===== config.mk =====
export PLATFORM = sky130hd
export DESIGN_NAME = chunked_serial_adder
export DESIGN_NICKNAME = d
export VERILOG_FILES = /design/src/rtl/adder_pkg.sv /design/src/rtl/rca_chunk.sv /design/src/rtl/chunked_serial_adder.sv
export SDC_FILE = /design/constraint.sdc
export NUM_CORES = 1
export LEC_CHECK = 0
export BUFFER_PORTS_ARGS = -buffer_cell sky130_fd_sc_hd__buf_2
export CORE_MARGIN = 2
export CORE_UTILIZATION = 54
export DETAILED_ROUTE_END_ITERATION = 8
export PLACE_DENSITY = 0.8
export SYNTH_ARGS = -nofsm -noshare
export SYNTH_HDL_FRONTEND = slang
export SYNTH_SLANG_ARGS = --single-unit

===== constraint.sdc =====
create_clock -name clk -period 5.3 [get_ports clk]
set_input_delay 0.795 -clock clk [delete_from_list [all_inputs] [get_ports clk]]
set_output_delay 0.795 -clock clk [all_outputs]
set_load 0.01 [all_outputs]

===== src/rtl/adder_pkg.sv =====
// Shared definitions for the chunked serial adder: FSM states and default sizing.
package adder_pkg;

  localparam int unsigned DEFAULT_WIDTH = 32;
  localparam int unsigned DEFAULT_CHUNK = 8;

  typedef enum logic [1:0] {
    IDLE = 2'd0,
    ADD  = 2'd1,
    DONE = 2'd2
  } state_t;

endpackage


===== src/rtl/rca_chunk.sv =====
// One CHUNK-bit ripple-carry slice built from full adders (purely combinational).
module rca_chunk #(
  parameter int unsigned CHUNK = 8
) (
  input  logic [CHUNK-1:0] a,
  input  logic [CHUNK-1:0] b,
  input  logic             ci,
  output logic [CHUNK-1:0] s,
  output logic             co
);

  logic [CHUNK:0] c;

  assign c[0] = ci;

  // Full-adder chain, carry rippling from bit 0 upward
  for (genvar i = 0; i < int'(CHUNK); i++) begin : g_fa
    assign s[i]   = a[i] ^ b[i] ^ c[i];
    assign c[i+1] = (a[i] & b[i]) | (c[i] & (a[i] ^ b[i]));
  end

  assign co = c[CHUNK];

endmodule


===== src/rtl/chunked_serial_adder.sv =====
// Multi-cycle adder: captures two WIDTH-bit operands plus carry-in, adds one
// CHUNK-bit slice per cycle (LSB first) and presents {cout,sum} with a
// valid/ready handshake. Define SIGNED_OVF_EN to add the signed-overflow
// output ovf.
module chunked_serial_adder
  import adder_pkg::*;
#(
  parameter int unsigned WIDTH = DEFAULT_WIDTH,
  parameter int unsigned CHUNK = DEFAULT_CHUNK
) (
  input  logic             clk,
  input  logic             rst,
  input  logic             in_valid,
  output logic             in_ready,
  input  logic [WIDTH-1:0] in1,
  input  logic [WIDTH-1:0] in2,
  input  logic             cin,
  output logic             out_valid,
  input  logic             out_ready,
  output logic [WIDTH-1:0] sum,
  output logic             cout
`ifdef SIGNED_OVF_EN
  ,
  output logic             ovf
`endif
);

  localparam int unsigned N     = WIDTH / CHUNK;
  localparam int unsigned IDX_W = (N > 1) ? $clog2(N) : 1;
  localparam logic [IDX_W-1:0] LAST_IDX = IDX_W'(N - 1);

  // Operand width must split into whole slices
  if ((WIDTH % CHUNK) != 0) begin : g_width_check
    $error("chunked_serial_adder: WIDTH (%0d) must be a multiple of CHUNK (%0d)", WIDTH, CHUNK);
  end

  state_t           state;
  state_t           next_state;
  logic [WIDTH-1:0] op_a;
  logic [WIDTH-1:0] op_b;
  logic             carry;
  logic [IDX_W-1:0] idx;

  logic [CHUNK-1:0] sl_a_c;
  logic [CHUNK-1:0] sl_b_c;
  logic [CHUNK-1:0] sl_s_c;
  logic             sl_co_c;
  logic             take_c;
  logic             give_c;
  logic             last_c;

  assign take_c = in_valid && in_ready;
  assign give_c = out_valid && out_ready;
  assign last_c = (idx == LAST_IDX);

  // Select the operand slices addressed by the chunk index
  always_comb begin
    sl_a_c = '0;
    sl_b_c = '0;
    for (int unsigned k = 0; k < N; k++) begin
      if (idx == IDX_W'(k)) begin
        sl_a_c = op_a[k*CHUNK +: CHUNK];
        sl_b_c = op_b[k*CHUNK +: CHUNK];
      end
    end
  end

  rca_chunk #(
    .CHUNK (CHUNK)
  ) u_rca (
    .a  (sl_a_c),
    .b  (sl_b_c),
    .ci (carry),
    .s  (sl_s_c),
    .co (sl_co_c)
  );

`ifdef SIGNED_OVF_EN
  logic msb_ci_c;
  // Carry into the top bit of the slice, recovered from its sum bit
  assign msb_ci_c = sl_a_c[CHUNK-1] ^ sl_b_c[CHUNK-1] ^ sl_s_c[CHUNK-1];
`endif

  // State register
  always_ff @(posedge clk) begin
    if (rst) state <= IDLE;
    else     state <= next_state;
  end

  // Next-state logic
  always_comb begin
    next_state = state;
    case (state)
      IDLE:    if (take_c) next_state = ADD;
      ADD:     if (last_c) next_state = DONE;
      DONE:    if (give_c) next_state = IDLE;
      default: next_state = IDLE;
    endcase
  end

  // Handshake flags registered alongside the state they decode
  always_ff @(posedge clk) begin
    if (rst) begin
      in_ready  <= 1'b1;
      out_valid <= 1'b0;
    end else begin
      in_ready  <= (next_state == IDLE);
      out_valid <= (next_state == DONE);
    end
  end

  // Operand capture, per-slice accumulation and result registers
  always_ff @(posedge clk) begin
    if (rst) begin
      op_a  <= '0;
      op_b  <= '0;
      carry <= 1'b0;
      idx   <= '0;
      sum   <= '0;
      cout  <= 1'b0;
`ifdef SIGNED_OVF_EN
      ovf   <= 1'b0;
`endif
    end else begin
      case (state)
        IDLE: begin
          if (take_c) begin
            op_a  <= in1;
            op_b  <= in2;
            carry <= cin;
            idx   <= '0;
          end
        end
        ADD: begin
          for (int unsigned k = 0; k < N; k++) begin
            if (idx == IDX_W'(k)) sum[k*CHUNK +: CHUNK] <= sl_s_c;
          end
          carry <= sl_co_c;
          if (last_c) begin
            cout <= sl_co_c;
`ifdef SIGNED_OVF_EN
            ovf  <= msb_ci_c ^ sl_co_c;
`endif
          end else begin
            idx <= idx + IDX_W'(1);
          end
        end
        default: ;
      endcase
    end
  end

endmodule

---- Word-level counts from Yosys, hierarchy flattened ----
Index checks and enable logic that the tools add are counted.
W data, S select, Z words.
storage, ports and cells
  word-level logic and storage cells ...... 91
  flip-flop bits (word level) ............. 104
operators by class
  reductions and logical operators ........ 13
  bitwise operators ....................... 40
  mux-type cells .......................... 17
  eq/ne operators ......................... 8
  add/subtract/negate cells ............... 1
operators with widths
  cell                   number
  $mux W8                8
  $and A1 B1 Y1          16
  $xor A1 B1 Y1          16
  $reduce_and A2 Y1      6
  $mux W2                5
  $eq A2 B2 Y1 const B   4
  $or A1 B1 Y1           8
  $logic_not A2 Y1       3
  $pmux W2 S3            1
  $eq A2 B1 Y1 const B   2
  $ne A2 B2 Y1 const B   2
  $pmux W2 S2            1
  $reduce_and A3 Y1      1
  $add A2 B1 Y2 const B  1
  $logic_and A1 B1 Y1    2
  $pmux W1 S2            1
  $reduce_bool A2 Y1     1
  $mux W1                1

---- Logic depth before layout (Yosys ltp) ----
Gate-level depths: netlist of run 1.
  depth after elaboration ................. 23
  mapped depth ............................ 20
  gate-level depth less buffers ........... 18

---- Modules after synthesis ----
Synthesis of run 1 repeated with hierarchy kept, for this count alone.
unflattened totals
  cell total of the unflattened synthesis .. 551
  area total of the unflattened synthesis .. 4677.0 µm²
modules (own cells, without submodules)
  module                sequential area each (µm²)  cells each  instances  area an instance (µm²)
  chunked_serial_adder  2082.0                      533         1          4479.3
  rca_chunk             0.0                         18          1          197.7

---- Worst setup path after synthesis of run 1 ----
Ideal clock, no wire load.
  path kind ............................... reg-to-reg
  start ................................... register idx[0]
  end ..................................... register sum[15]
  setup slack ............................. 955 ps
  period minus slack after synthesis ...... 4345 ps
  cell stages (with the launch flop) ...... 21
  setup time .............................. 128 ps
  data arrival time ....................... 4218 ps
  path buffers ............................ 2
  cell sequence ........................... dfxtp_1 -> inv_1 -> ha_1 -> buf_4 -> clkbuf_1 -> nand2_1 -> o21ai_0 -> a22oi_1 -> fa_1 -> inv_1 -> fa_1 -> fa_1 -> inv_1 -> fa_1 -> fa_1 -> fa_1 -> fa_1 -> inv_1 -> fa_1 -> mux2i_1 -> nor2_1
on the way
  word-level cells in the longest chain between the ends .. 21
  elaborated cells between the ends (all ways) .. 43
  classes of those cells .................. eq/ne: 3; mux: 8; bitwise: 30; reduce/logical: 2
RTL lines
  element                        line                         text
  start, declared                chunked_serial_adder.sv:42   logic [IDX_W-1:0] idx;
  start signal, assigned         chunked_serial_adder.sv:145  idx <= idx + IDX_W'(1);
  $logic_not A2 Y1               chunked_serial_adder.sv:61   if (idx == IDX_W'(k)) begin
  $mux W8 (4 in series)          chunked_serial_adder.sv:61
  $xor A1 B1 Y1                  rca_chunk.sv:19              assign c[i+1] = (a[i] & b[i]) | (c[i] & (a[i] ^ b[i]));
  $and A1 B1 Y1                  rca_chunk.sv:19
  $or A1 B1 Y1                   rca_chunk.sv:19
  $and A1 B1 Y1                  rca_chunk.sv:19
  $or A1 B1 Y1                   rca_chunk.sv:19
  $and A1 B1 Y1                  rca_chunk.sv:19
  (+3 left out)                  n/a
  $and A1 B1 Y1                  rca_chunk.sv:19
  $or A1 B1 Y1                   rca_chunk.sv:19
  $and A1 B1 Y1                  rca_chunk.sv:19
  $or A1 B1 Y1                   rca_chunk.sv:19
  $and A1 B1 Y1                  rca_chunk.sv:19
  $or A1 B1 Y1                   rca_chunk.sv:19
  $xor A1 B1 Y1 *                rca_chunk.sv:18              assign s[i] = a[i] ^ b[i] ^ c[i];
  named net sl_s_c[7]            chunked_serial_adder.sv:46   logic [CHUNK-1:0] sl_s_c;
  end signal, assigned by index  chunked_serial_adder.sv:136  if (idx == IDX_W'(k)) sum[k*CHUNK +: CHUNK] <= sl_s_c;
  end, declared                  chunked_serial_adder.sv:20   output logic [WIDTH-1:0] sum,
Mark *: on every way through the listed nets, which the timed path passes. The rest lies on a longest branch.
A chain may end at the register's enable or synchronous reset.

---- Worst setup path after layout of run 1 ----
  start ................................... register idx[1]
  end ..................................... register sum[23]
Same word-level chain as after synthesis.

==> results.sh, run 1 <==
export IMPL_status="finished clean"
export IMPL_crit_slowest_cell="fa_1"
export IMPL_slew_viol_final=0
export IMPL_coreArea_um2=8130
export IMPL_root_buffer="clkbuf_8"
export IMPL_insertion_delay_ns=0.37
export IMPL_busiest_layer="met2"
export IMPL_tritoncts="done"
export IMPL_crit_path_end_kind="flip-flop"
export IMPL_track_usage_pct=24.1
export IMPL_crit_fanout=19
export IMPL_fmax_ghz=0.214
export IMPL_power_leakage_nw=2.03
export IMPL_hold_viol=0
export IMPL_tightestPinTransition_ns=1.16
export IMPL_whs_path_depth=2
export IMPL_hp_class="reg2reg"
export IMPL_final_nets=700
export IMPL_start_util_pct=55.1
export IMPL_clock_power_share_pct=29.4
export IMPL_combPwrFrac_pct=16.3
export IMPL_seq_area_frac_synth_pct=46.4
export IMPL_via_count=3849
export IMPL_synth_seq_cells=104
export IMPL_clk_path_buf_depth=2
export IMPL_period_share_pct=88.1
export IMPL_syn2layout_area_growth_pct=12.7
export IMPL_viasPerCell=5.28
export IMPL_synth_edff_count=0
export IMPL_synth_top_cells_by_count="nand2_1, dfxtp_1, a21oi_1"
export IMPL_drive_gt1_share_pct=20.5
export IMPL_clock_skew_ns=0.0120
export IMPL_die_x_um=95.1
export IMPL_die_area_um2=9050
export IMPL_firstDrtPassIters=5
export IMPL_syn_area_per_cell_um2=8.18
export IMPL_drc_errors=0
export IMPL_grt_pass1_wl_um=16900
export IMPL_cts_reportedPaths_clkPinSlew_ns=0.10
export IMPL_peakVddDrop_mv=0.167
export IMPL_cp_arrival_ns=4.91
export IMPL_power_density_nw_per_um2=314
export IMPL_cts_hold_fix_buffers=0
export IMPL_grt_max_degree=71
export IMPL_pwr_share_seq_pct=54.3
export IMPL_rows=33
export IMPL_grtUsageMet3_pct=4.11
export IMPL_synth_xor_xnor_area_share_pct=0
export IMPL_setup_ws_ns=0.633
export IMPL_finalSetupViolCount=0
export IMPL_yosysMostFrequentCell="nand2_1"
export IMPL_synth_cells=548
export IMPL_post_dp_hpwl_um=7580
export IMPL_cts_made_buffers=9
export IMPL_r2r_cells=18
export IMPL_die_y_um=95.1
export IMPL_netlist_area_um2=4480
export IMPL_ys_flop_type="dfxtp_1"
export IMPL_ys_async_sr_fraction_pct=0
export IMPL_startpoint_type="flip-flop"
export IMPL_cts_resized=0
export IMPL_synth_top_area_share_pct=46.4
export IMPL_p_sw_share_pct=30.1
export IMPL_relSlewSlack_pct=23.0
export IMPL_rsz0062_at_grt="false"
export IMPL_critPathMaxStageDelay_ns=0.46
export IMPL_synth_warnings=0
export IMPL_drt_iter0_markers=151
export IMPL_yosys_area_top_type="dfxtp_1"
export IMPL_synth_simple_area_share_pct=17.1
export IMPL_pre_cts_ws_ns=0.688
export IMPL_period_minus_slack_ns=4.67
export IMPL_worstPathRequired_ns=5.55
export IMPL_synthDistinctLibCells=27
export IMPL_path_cells="inv_1, ha_1, buf_4, o21ai_0, a22oi_1, fa_1, inv_1, fa_1, fa_1, inv_1, fa_1, fa_1, fa_1, fa_1, inv_1, fa_1, mux2i_1, nor2_1"
export IMPL_cap_violations=0
export IMPL_setup_tns_ns=0
export IMPL_synth_top_family_by_area="compound AO/OA/AOI/OAI gates"
export IMPL_grt_pass1_vias=3603
export IMPL_synth_mux_area_share_pct=2.90
export IMPL_port_buffers=103
export IMPL_crit_top_cell="fa_1"
export IMPL_wl_um=10300
export IMPL_htreeDepth=3
export IMPL_ios=104
export IMPL_grt_use_met1_pct=33.4
export IMPL_p_int_mw=1.11
export IMPL_crit_type="reg2reg"
export IMPL_postCtsSetupRepairBufs=0
export IMPL_antenna_found_initial=0
export IMPL_use_met2_pct=37.0
export IMPL_power_switching_mw=0.477
export IMPL_cts_num_sinks=104
export IMPL_grt_ovfl_total=0
export IMPL_synth_area_leaders="dfxtp_1, nand2_1, a21oi_1, buf_6, fa_1"
export IMPL_n_antenna_cell=0
export IMPL_postRouteAntennaNets=0
export IMPL_gp_congestion=0.883
export IMPL_wl_per_cell_um=14.1
export IMPL_synth_fa_ha_area_share_pct=4.69
export IMPL_synth_compound_area_share_pct=19.9
export IMPL_synth_fp_nets=629
==> layout by cell type, fill, tap and decap left out <==
cell type     n
a211oi_1     20
a21oi_1      99
a22o_1        6
a22oi_1      10
a311oi_1      1
a31o_2        1
and3b_1       4
and4bb_2      1
buf_2       103
buf_4         6
clkbuf_8      9
clkinv_4      3
clkinvlp_4    1
dfxtp_1     104
fa_1          8
ha_1          4
inv_1        23
inv_6         1
inv_8         2
mux2i_1      13
nand2_1     146
nand4_1       1
nand4bb_2     1
nor2_1       36
o21ai_0      17
o31ai_1       1
o32ai_1       1
or2b_1        1
or3b_1        1
==> through the flow <==
stage                     instances  area, um^2  hold slack [ns]  util [%]  power (mW)
after floorplan                 548        4480            0.436         -        1.07
after global placement          713        4860            0.447      59.8        1.13
after detailed placement        713        4860            0.450      59.8        1.14
after CTS                       729        5050            0.465      62.1        1.60
after global routing            729        5050            0.484      62.1        1.67
final                           729        5050            0.464      62.1        1.59
==> worst max-delay path, delay by kind of cell, from the launching register on <==
family / cells / cell delay, ns
and+or+nand+nor: 1 / 0.06
DFF: 1 / 0.37
muxes: 1 / 0.16
AOI/OAI and AO/OA: 2 / 0.28
adders and majority gates: 9 / 3.13
buffers and inverters: 5 / 0.54
==> power by group through the flow <==
| stage | registers (mW) | clock network, mW | logic, mW |
|---|---|---|---|
| floorplan | 0.870 | 0 | 0.196 |
| global placement | 0.876 | 0 | 0.252 |
| detailed placement | 0.877 | 0 | 0.260 |
| CTS | 0.860 | 0.478 | 0.260 |
| global route | 0.865 | 0.504 | 0.296 |
| finish | 0.861 | 0.467 | 0.259 |
==> kinds of logic after synthesis <==
| logic type | Yosys count |
|---|---|
| muxes | 13 |
| adders and majority gates | 12 |
| AOI/OAI and AO/OA | 156 |
| and+or+nand+nor | 191 |
| DFF | 104 |
| buffers and inverters | 72 |
==> flip-flops by register name, indices dropped and copies added, names as in the netlist <==
signal	count
cout	1
out_valid	1
sum	32
in_ready	1
op_a	32
op_b	32
state	2
carry	1
idx	2
==> metal layers <==
layer | part of all wire (%) | vias up
met3 | 5.9 | 18
met5 | 0 | -
met1 | 47 | 1759
li1 | - | 1954
met4 | 2.1 | 0
met2 | 45 | 118
==> area by class of cell <==
class                   instances  area, um^2
fillers                       745        3080
inverters                      23        86.3
clock inverters                 7        65.1
repair buffers                109         561
flip-flops and latches        104        2080
multi-input cells             372        2000
clock buffers                   9         124
well taps                     105         131
==> worst paths after layout <==
path	end	from	slack, ns
max	sum[23]$_SDFFE_PP0P_	idx[1]$_SDFFE_PP0P_	0.63
min	op_b[21]$_SDFFE_PP0P_	op_b[21]$_SDFFE_PP0P_	0.46
max reg2reg	sum[23]$_SDFFE_PP0P_	idx[1]$_SDFFE_PP0P_	0.63
min reg2reg	op_b[21]$_SDFFE_PP0P_	op_b[21]$_SDFFE_PP0P_	0.46
Power figures use the tool's default switching activity.
==> run 2: changes to the inputs <==
--- a/config.mk
+++ b/config.mk
@@ -12,4 +12,5 @@
 export PLACE_DENSITY = 0.8
 export SYNTH_ARGS = -nofsm -noshare
 export SYNTH_HDL_FRONTEND = slang
+export SYNTH_HIERARCHICAL = 1
 export SYNTH_SLANG_ARGS = --single-unit
==> run 2 against run 1 <==
Core utilization is 1.9 points higher. Non-clock buffer count is 1 higher. Hold slack worse by 0.0034 ns. Critical endpoint is now sum[31]$_SDFFE_PP0P_. Largest cell class is now multi-input combinational cells.
==> results.sh, run 2 <==
export IMPL_wl_per_cell_um=14.5
export IMPL_fin_area_um2=5310
export IMPL_setup_tns_ns=0
export IMPL_synth_fa_ha_area_share_pct=4.49
export IMPL_r2r_setup_slack_ns=0.42
export IMPL_cts_reportedPaths_clkPinSlew_ns=0.10
export IMPL_placed_area_um2=5110
export IMPL_period_share_pct=92.0
export IMPL_root_buffer="clkbuf_8"
export IMPL_combPwrFrac_pct=17.0
export IMPL_yosys_area_top_type="dfxtp_1"
export IMPL_post_dp_hpwl_um=7620
export IMPL_postRouteAntennaNets=0
export IMPL_clock_skew_ns=0.0138
export IMPL_final_cell_mix="nand2_1, dfxtp_1, buf_2"
export IMPL_drt_iter0_markers=224
export IMPL_synth_compound_area_share_pct=17.9
export IMPL_p_sw_share_pct=29.3
export IMPL_drc_errors=0
export IMPL_placed_cells=721
export IMPL_final_nets=708
export IMPL_timing_hold_ws_ns=0.461
export IMPL_synth_top_cells_by_count="nand2_1, dfxtp_1, a21oi_1"
export IMPL_post_layout_nonfiller_instances=737
export IMPL_die_area_um2=9420
export IMPL_crit_fanout=9
export IMPL_track_usage_pct=23.1
export IMPL_p_total_mw=1.64
export IMPL_rsz0062_at_grt="false"
export IMPL_pre_cts_ws_ns=0.462
export IMPL_synth_simple_area_share_pct=17.5
export IMPL_port_buffers=103
export IMPL_crit_type="reg2reg"
export IMPL_cts_num_sinks=104
export IMPL_grt_pass1_wl_um=17900
export IMPL_wl_um=10700
export IMPL_synth_fp_nets=632
export IMPL_synth_warnings=6
export IMPL_syn2layout_area_growth_pct=13.5
export IMPL_tightestPinTransition_ns=1.16
export IMPL_r2r_cells=19
export IMPL_synth_xor_xnor_area_share_pct=0
export IMPL_antenna_found_initial=0
export IMPL_fillers=720
export IMPL_period_minus_slack_ns=4.88
export IMPL_ios=104
export IMPL_postCtsSetupRepairBufs=0
export IMPL_die_x_um=97.1
export IMPL_cts_made_buffers=9
export IMPL_hp_class="reg2reg"
export IMPL_htreeDepth=3
export IMPL_seq_area_frac_synth_pct=44.5
export IMPL_netlist_area_um2=4680
export IMPL_synthDistinctLibCells=29
export IMPL_power_switching_mw=0.481
export IMPL_ys_async_sr_fraction_pct=0
export IMPL_synth_edff_count=0
export IMPL_start_util_pct=56.4
export IMPL_die_y_um=97.1
export IMPL_r2r_end="sum[31]$_SDFFE_PP0P_"
export IMPL_synth_mux_area_share_pct=7.06
export IMPL_power_leakage_nw=2.41
export IMPL_coreArea_um2=8300
export IMPL_finalSetupViolCount=0
export IMPL_reg_largest_list="op_a x32, op_b x32, sum x32"
export IMPL_cts_resized=0
export IMPL_firstDrtPassIters=4
export IMPL_ys_flop_type="dfxtp_1"
export IMPL_drive_gt1_share_pct=26.9
export IMPL_power_density_nw_per_um2=309
export IMPL_startpoint_type="flip-flop"
export IMPL_cts_hold_fix_buffers=0
export IMPL_hp_start="op_b[14]$_SDFFE_PP0P_"
export IMPL_n_antenna_cell=0
export IMPL_gp_congestion=0.845
export IMPL_syn_area_per_cell_um2=8.49
export IMPL_relSlewSlack_pct=22.4
export IMPL_whs_path_depth=2
export IMPL_cp_arrival_ns=5.17
export IMPL_reg2reg_from="idx[0]$_SDFFE_PP0P_"
export IMPL_fin_util_pct=64.0
export IMPL_via_count=3947
export IMPL_synth_top_area_share_pct=44.5
export IMPL_cap_violations=0
export IMPL_viasPerCell=5.36
export IMPL_synth_cells=551
export IMPL_yosysMostFrequentCell="nand2_1"
export IMPL_rows=33
export IMPL_grt_ovfl_total=0
export IMPL_insertion_delay_ns=0.37
export IMPL_clk_path_buf_depth=2
export IMPL_grt_pass1_vias=3765
export IMPL_final_common_cell="nand2_1"
export IMPL_synth_top_family_by_area="compound AO/OA/AOI/OAI gates"
export IMPL_clock_power_share_pct=30.7
export IMPL_status="finished clean"
export IMPL_setup_ws_ns=0.424
export IMPL_synth_seq_cells=104
export IMPL_worstPathRequired_ns=5.59
export IMPL_pwr_share_seq_pct=52.3
export IMPL_fmax_ghz=0.205
export IMPL_p_int_mw=1.16
export IMPL_peakVddDrop_mv=0.189
export IMPL_synth_area_leaders="dfxtp_1, nand2_1, a21oi_1, mux2i_1, a21oi_2"
export IMPL_min_to="op_b[14]$_SDFFE_PP0P_"
export IMPL_grt_max_degree=106
export IMPL_slew_viol_final=0
export IMPL_tritoncts="done"
export IMPL_hold_viol=0
export IMPL_crit_path_end_kind="flip-flop"
-- run 2: changes by cell type after synthesis, sizes merged, moves of 7 or more --
cell and delta:
a211oi -20, a22o +10, a22oi -10, inv +7, mux2i +20
-- run 2: per-layer routing --
layer	wire [um]	vias to the layer above	part of all wire, %	track usage, %
met5	0	-	0	0
met4	304	0	2.8	8.34
met3	627	27	5.9	4.60
met2	5100	145	48	38.5
met1	4670	1821	44	29.8
li1	-	1954	-	-
-- run 2: critical path, stage by stage (launching register included) --
cell and delay [ns]:
dfxtp_1 0.44, inv_1 0.10, ha_1 0.32, a21oi_1 0.17
o21ai_0 0.10, a22o_1 0.21, fa_1 0.41, inv_1 0.08
fa_1 0.16, inv_1 0.05, fa_1 0.38, fa_1 0.39
fa_1 0.38, fa_1 0.42, fa_1 0.37, inv_1 0.08
fa_1 0.41, inv_1 0.13, mux2i_1 0.09, nor2_1 0.12
-- run 2: cell families (layout without fill, tap and decap cells) --
group	Yosys count	after routing
fa+ha+maj	12	12
flops	104	104
simple gates	192	192
buf+inv	75	156
compound gates	135	135
mux	33	33
-- run 2: layout make-up --
type | instances | area, um^2 | area share [%]
timing repair buffer | 110 | 571 | 10.7
clock buffer | 9 | 124 | 2.33
multi-input combinational | 372 | 2210 | 41.6
clock inverter | 7 | 78.8 | 1.48
tap | 105 | 131 | 2.47
sequential | 104 | 2080 | 39.2
inverter | 30 | 113 | 2.12
-- run 2: worst max path at each step --
stage	startpoint	endpoint	slack [ns]
after global routing	idx[0]$_SDFFE_PP0P_	sum[23]$_SDFFE_PP0P_	0.15
after global placement	idx[0]$_SDFFE_PP0P_	sum[31]$_SDFFE_PP0P_	0.69
after CTS	idx[0]$_SDFFE_PP0P_	sum[31]$_SDFFE_PP0P_	0.45
final	idx[0]$_SDFFE_PP0P_	sum[31]$_SDFFE_PP0P_	0.42
after floorplan	idx[0]$_SDFFE_PP0P_	sum[15]$_SDFFE_PP0P_	0.67
after detailed placement	idx[0]$_SDFFE_PP0P_	sum[31]$_SDFFE_PP0P_	0.46
-- run 2: power groups by stage --
| stage | clock network [mW] | logic (mW) | registers [mW] |
|---|---|---|---|
| after floorplan | 0 | 0.215 | 0.867 |
| after global placement | 0 | 0.270 | 0.873 |
| after detailed placement | 0 | 0.278 | 0.875 |
| after CTS | 0.506 | 0.280 | 0.857 |
| after global routing | 0.538 | 0.312 | 0.863 |
| final | 0.503 | 0.279 | 0.857 |
==> run 3: changes to the inputs <==
--- a/config.mk
+++ b/config.mk
@@ -6,10 +6,12 @@
 export NUM_CORES = 1
 export LEC_CHECK = 0
 export BUFFER_PORTS_ARGS = -buffer_cell sky130_fd_sc_hd__buf_2
+export CORE_ASPECT_RATIO = 0.75
 export CORE_MARGIN = 2
 export CORE_UTILIZATION = 54
 export DETAILED_ROUTE_END_ITERATION = 8
 export PLACE_DENSITY = 0.8
+export SKIP_CTS_REPAIR_TIMING = 1
 export SYNTH_ARGS = -nofsm -noshare
 export SYNTH_HDL_FRONTEND = slang
 export SYNTH_HIERARCHICAL = 1
==> run 3 against run 2 <==
Design area grew 2.0%. Largest power group unchanged. Clock-buffer cell count is the same. Clock skew shrank 0.0077 ns. Total power grew 11%. Die area is essentially flat. Critical path type unchanged. Core utilization grew 0.36 points. Final cell count grew 0.41%. Non-clock buffer count is the same. First-iteration DRC count grew 34%.
==> results.sh, run 3 (same netlist as run 2, synthesis figures left out) <==
export IMPL_status="finished clean"
export IMPL_cts_made_buffers=9
export IMPL_critPathMaxStageDelay_ns=0.42
export IMPL_clock_skew_ns=0.00615
export IMPL_root_buffer="clkbuf_16"
export IMPL_syn2layout_area_growth_pct=15.8
export IMPL_hp_start="op_b[12]$_SDFFE_PP0P_"
export IMPL_final_cell_mix="nand2_1, dfxtp_1, buf_2"
export IMPL_firstDrtPassIters=4
export IMPL_cts_num_sinks=104
export IMPL_power_leakage_nw=2.44
export IMPL_wl_per_cell_um=15.2
export IMPL_coreArea_um2=8420
export IMPL_clk_path_buf_depth=2
export IMPL_peakVddDrop_mv=0.204
export IMPL_drive_gt1_share_pct=26.9
export IMPL_post_layout_nonfiller_instances=740
export IMPL_final_nets=708
export IMPL_fillers=711
export IMPL_htreeDepth=3
export IMPL_critPathLaunch="idx[1]$_SDFFE_PP0P_"
export IMPL_path_cells="inv_1, ha_1, a21oi_1, o21ai_0, a22o_1, fa_1, inv_1, fa_1, inv_1, fa_1, fa_1, fa_1, fa_1, fa_1, inv_1, fa_1, inv_1, mux2i_1, nor2_1"
export IMPL_port_buffers=103
export IMPL_ios=104
export IMPL_rows=29
export IMPL_final_common_cell="nand2_1"
export IMPL_worstPathRequired_ns=5.58
export IMPL_slew_viol_final=0
export IMPL_antenna_found_initial=0
export IMPL_grt_pass1_vias=3754
export IMPL_pre_cts_ws_ns=0.498
export IMPL_setup_tns_ns=0
export IMPL_crit_fanout=17
export IMPL_n_antenna_cell=0
export IMPL_relSlewSlack_pct=21.5
export IMPL_gp_congestion=0.880
export IMPL_crit_type="reg2reg"
export IMPL_post_dp_hpwl_um=8040
export IMPL_drc_errors=0
export IMPL_viasPerCell=5.40
export IMPL_die_area_um2=9430
export IMPL_finalSetupViolCount=0
export IMPL_die_x_um=111
export IMPL_cap_violations=0
export IMPL_grt_max_degree=106
export IMPL_crit_path_end_kind="flip-flop"
export IMPL_regArea_um2=2080
export IMPL_start_util_pct=55.6
export IMPL_cts_reportedPaths_clkPinSlew_ns=0.07
export IMPL_hp_class="reg2reg"
export IMPL_via_count=3997
export IMPL_setup_ws_ns=0.411
export IMPL_multi_input_area_um2=2210
export IMPL_period_minus_slack_ns=4.89
export IMPL_power_density_nw_per_um2=336
export IMPL_cp_arrival_ns=5.17
export IMPL_period_share_pct=92.3
export IMPL_grt_pass1_wl_um=18400
export IMPL_wl_um=11200
export IMPL_hold_viol=0
export IMPL_placed_cells=724
export IMPL_track_usage_pct=24.4
export IMPL_p_total_mw=1.82
export IMPL_crit_top_cell="fa_1"
export IMPL_reg_largest_list="op_a x32, op_b x32, sum x32"
export IMPL_drt_iter0_markers=300
export IMPL_tritoncts="done"
export IMPL_grt_ovfl_total=0
export IMPL_fmax_ghz=0.205
export IMPL_fin_util_pct=64.3
export IMPL_tightestPinTransition_ns=1.18
export IMPL_rsz0062_at_grt="false"
export IMPL_postRouteAntennaNets=0
export IMPL_crit_slowest_cell="fa_1"
export IMPL_die_y_um=84.6
export IMPL_insertion_delay_ns=0.35
export IMPL_startpoint_type="flip-flop"
export IMPL_reg2reg_from="idx[1]$_SDFFE_PP0P_"
==> run 3: worst paths after layout <==
check,end,slack (ns),depth (start not counted)
min reg2reg,op_b[12]$_SDFFE_PP0P_,0.46,2
max reg2reg,sum[15]$_SDFFE_PP0P_,0.41,19
min,op_b[12]$_SDFFE_PP0P_,0.46,2
max,sum[15]$_SDFFE_PP0P_,0.41,19
==> run 3: through the flow <==
stage | area (um^2) | hold slack (ns)
4_1_cts | 5420 | 0.456
2_1_floorplan | 4680 | 0.436
5_1_grt | 5420 | 0.477
3_3_place_gp | 5110 | 0.446
6_report | 5420 | 0.455
3_5_place_dp | 5110 | 0.447
==> run 3: worst max-delay path, delay by kind of cell (launching register included) <==
| family | cells | cell delay (ns) |
|---|---|---|
| compound gates | 3 | 0.54 |
| fa+ha+maj | 9 | 3.29 |
| buf+inv | 5 | 0.41 |
| flops | 1 | 0.36 |
| mux | 1 | 0.10 |
| simple gates | 1 | 0.11 |
==> run 3: area by class of cell <==
| type | count | area share [%] |
|---|---|---|
| sequential | 104 | 38.4 |
| multi-input combinational | 372 | 40.8 |
| clock buffer | 9 | 4.16 |
| timing repair buffer | 110 | 10.5 |
| clock inverter | 7 | 1.48 |
| inverter | 30 | 2.08 |
| tap | 108 | 2.49 |
==> run 3: layer usage <==
layer / GRT usage [%] / part of all wire [%] / up-vias
li1: - / - / 1952
met1: 35.0 / 48 / 1869
met2: 36.6 / 44 / 160
met3: 5.78 / 6.9 / 16
met4: 7.63 / 1.5 / 0
met5: 0 / 0 / -
==> run 3: power by group <==
part	total [mW]	leakage, nW	switching, mW	internal (mW)
Sequential	0.860	0.848	0.0339	0.826
Clock	0.678	0.136	0.307	0.371
Combinational	0.284	1.46	0.175	0.109
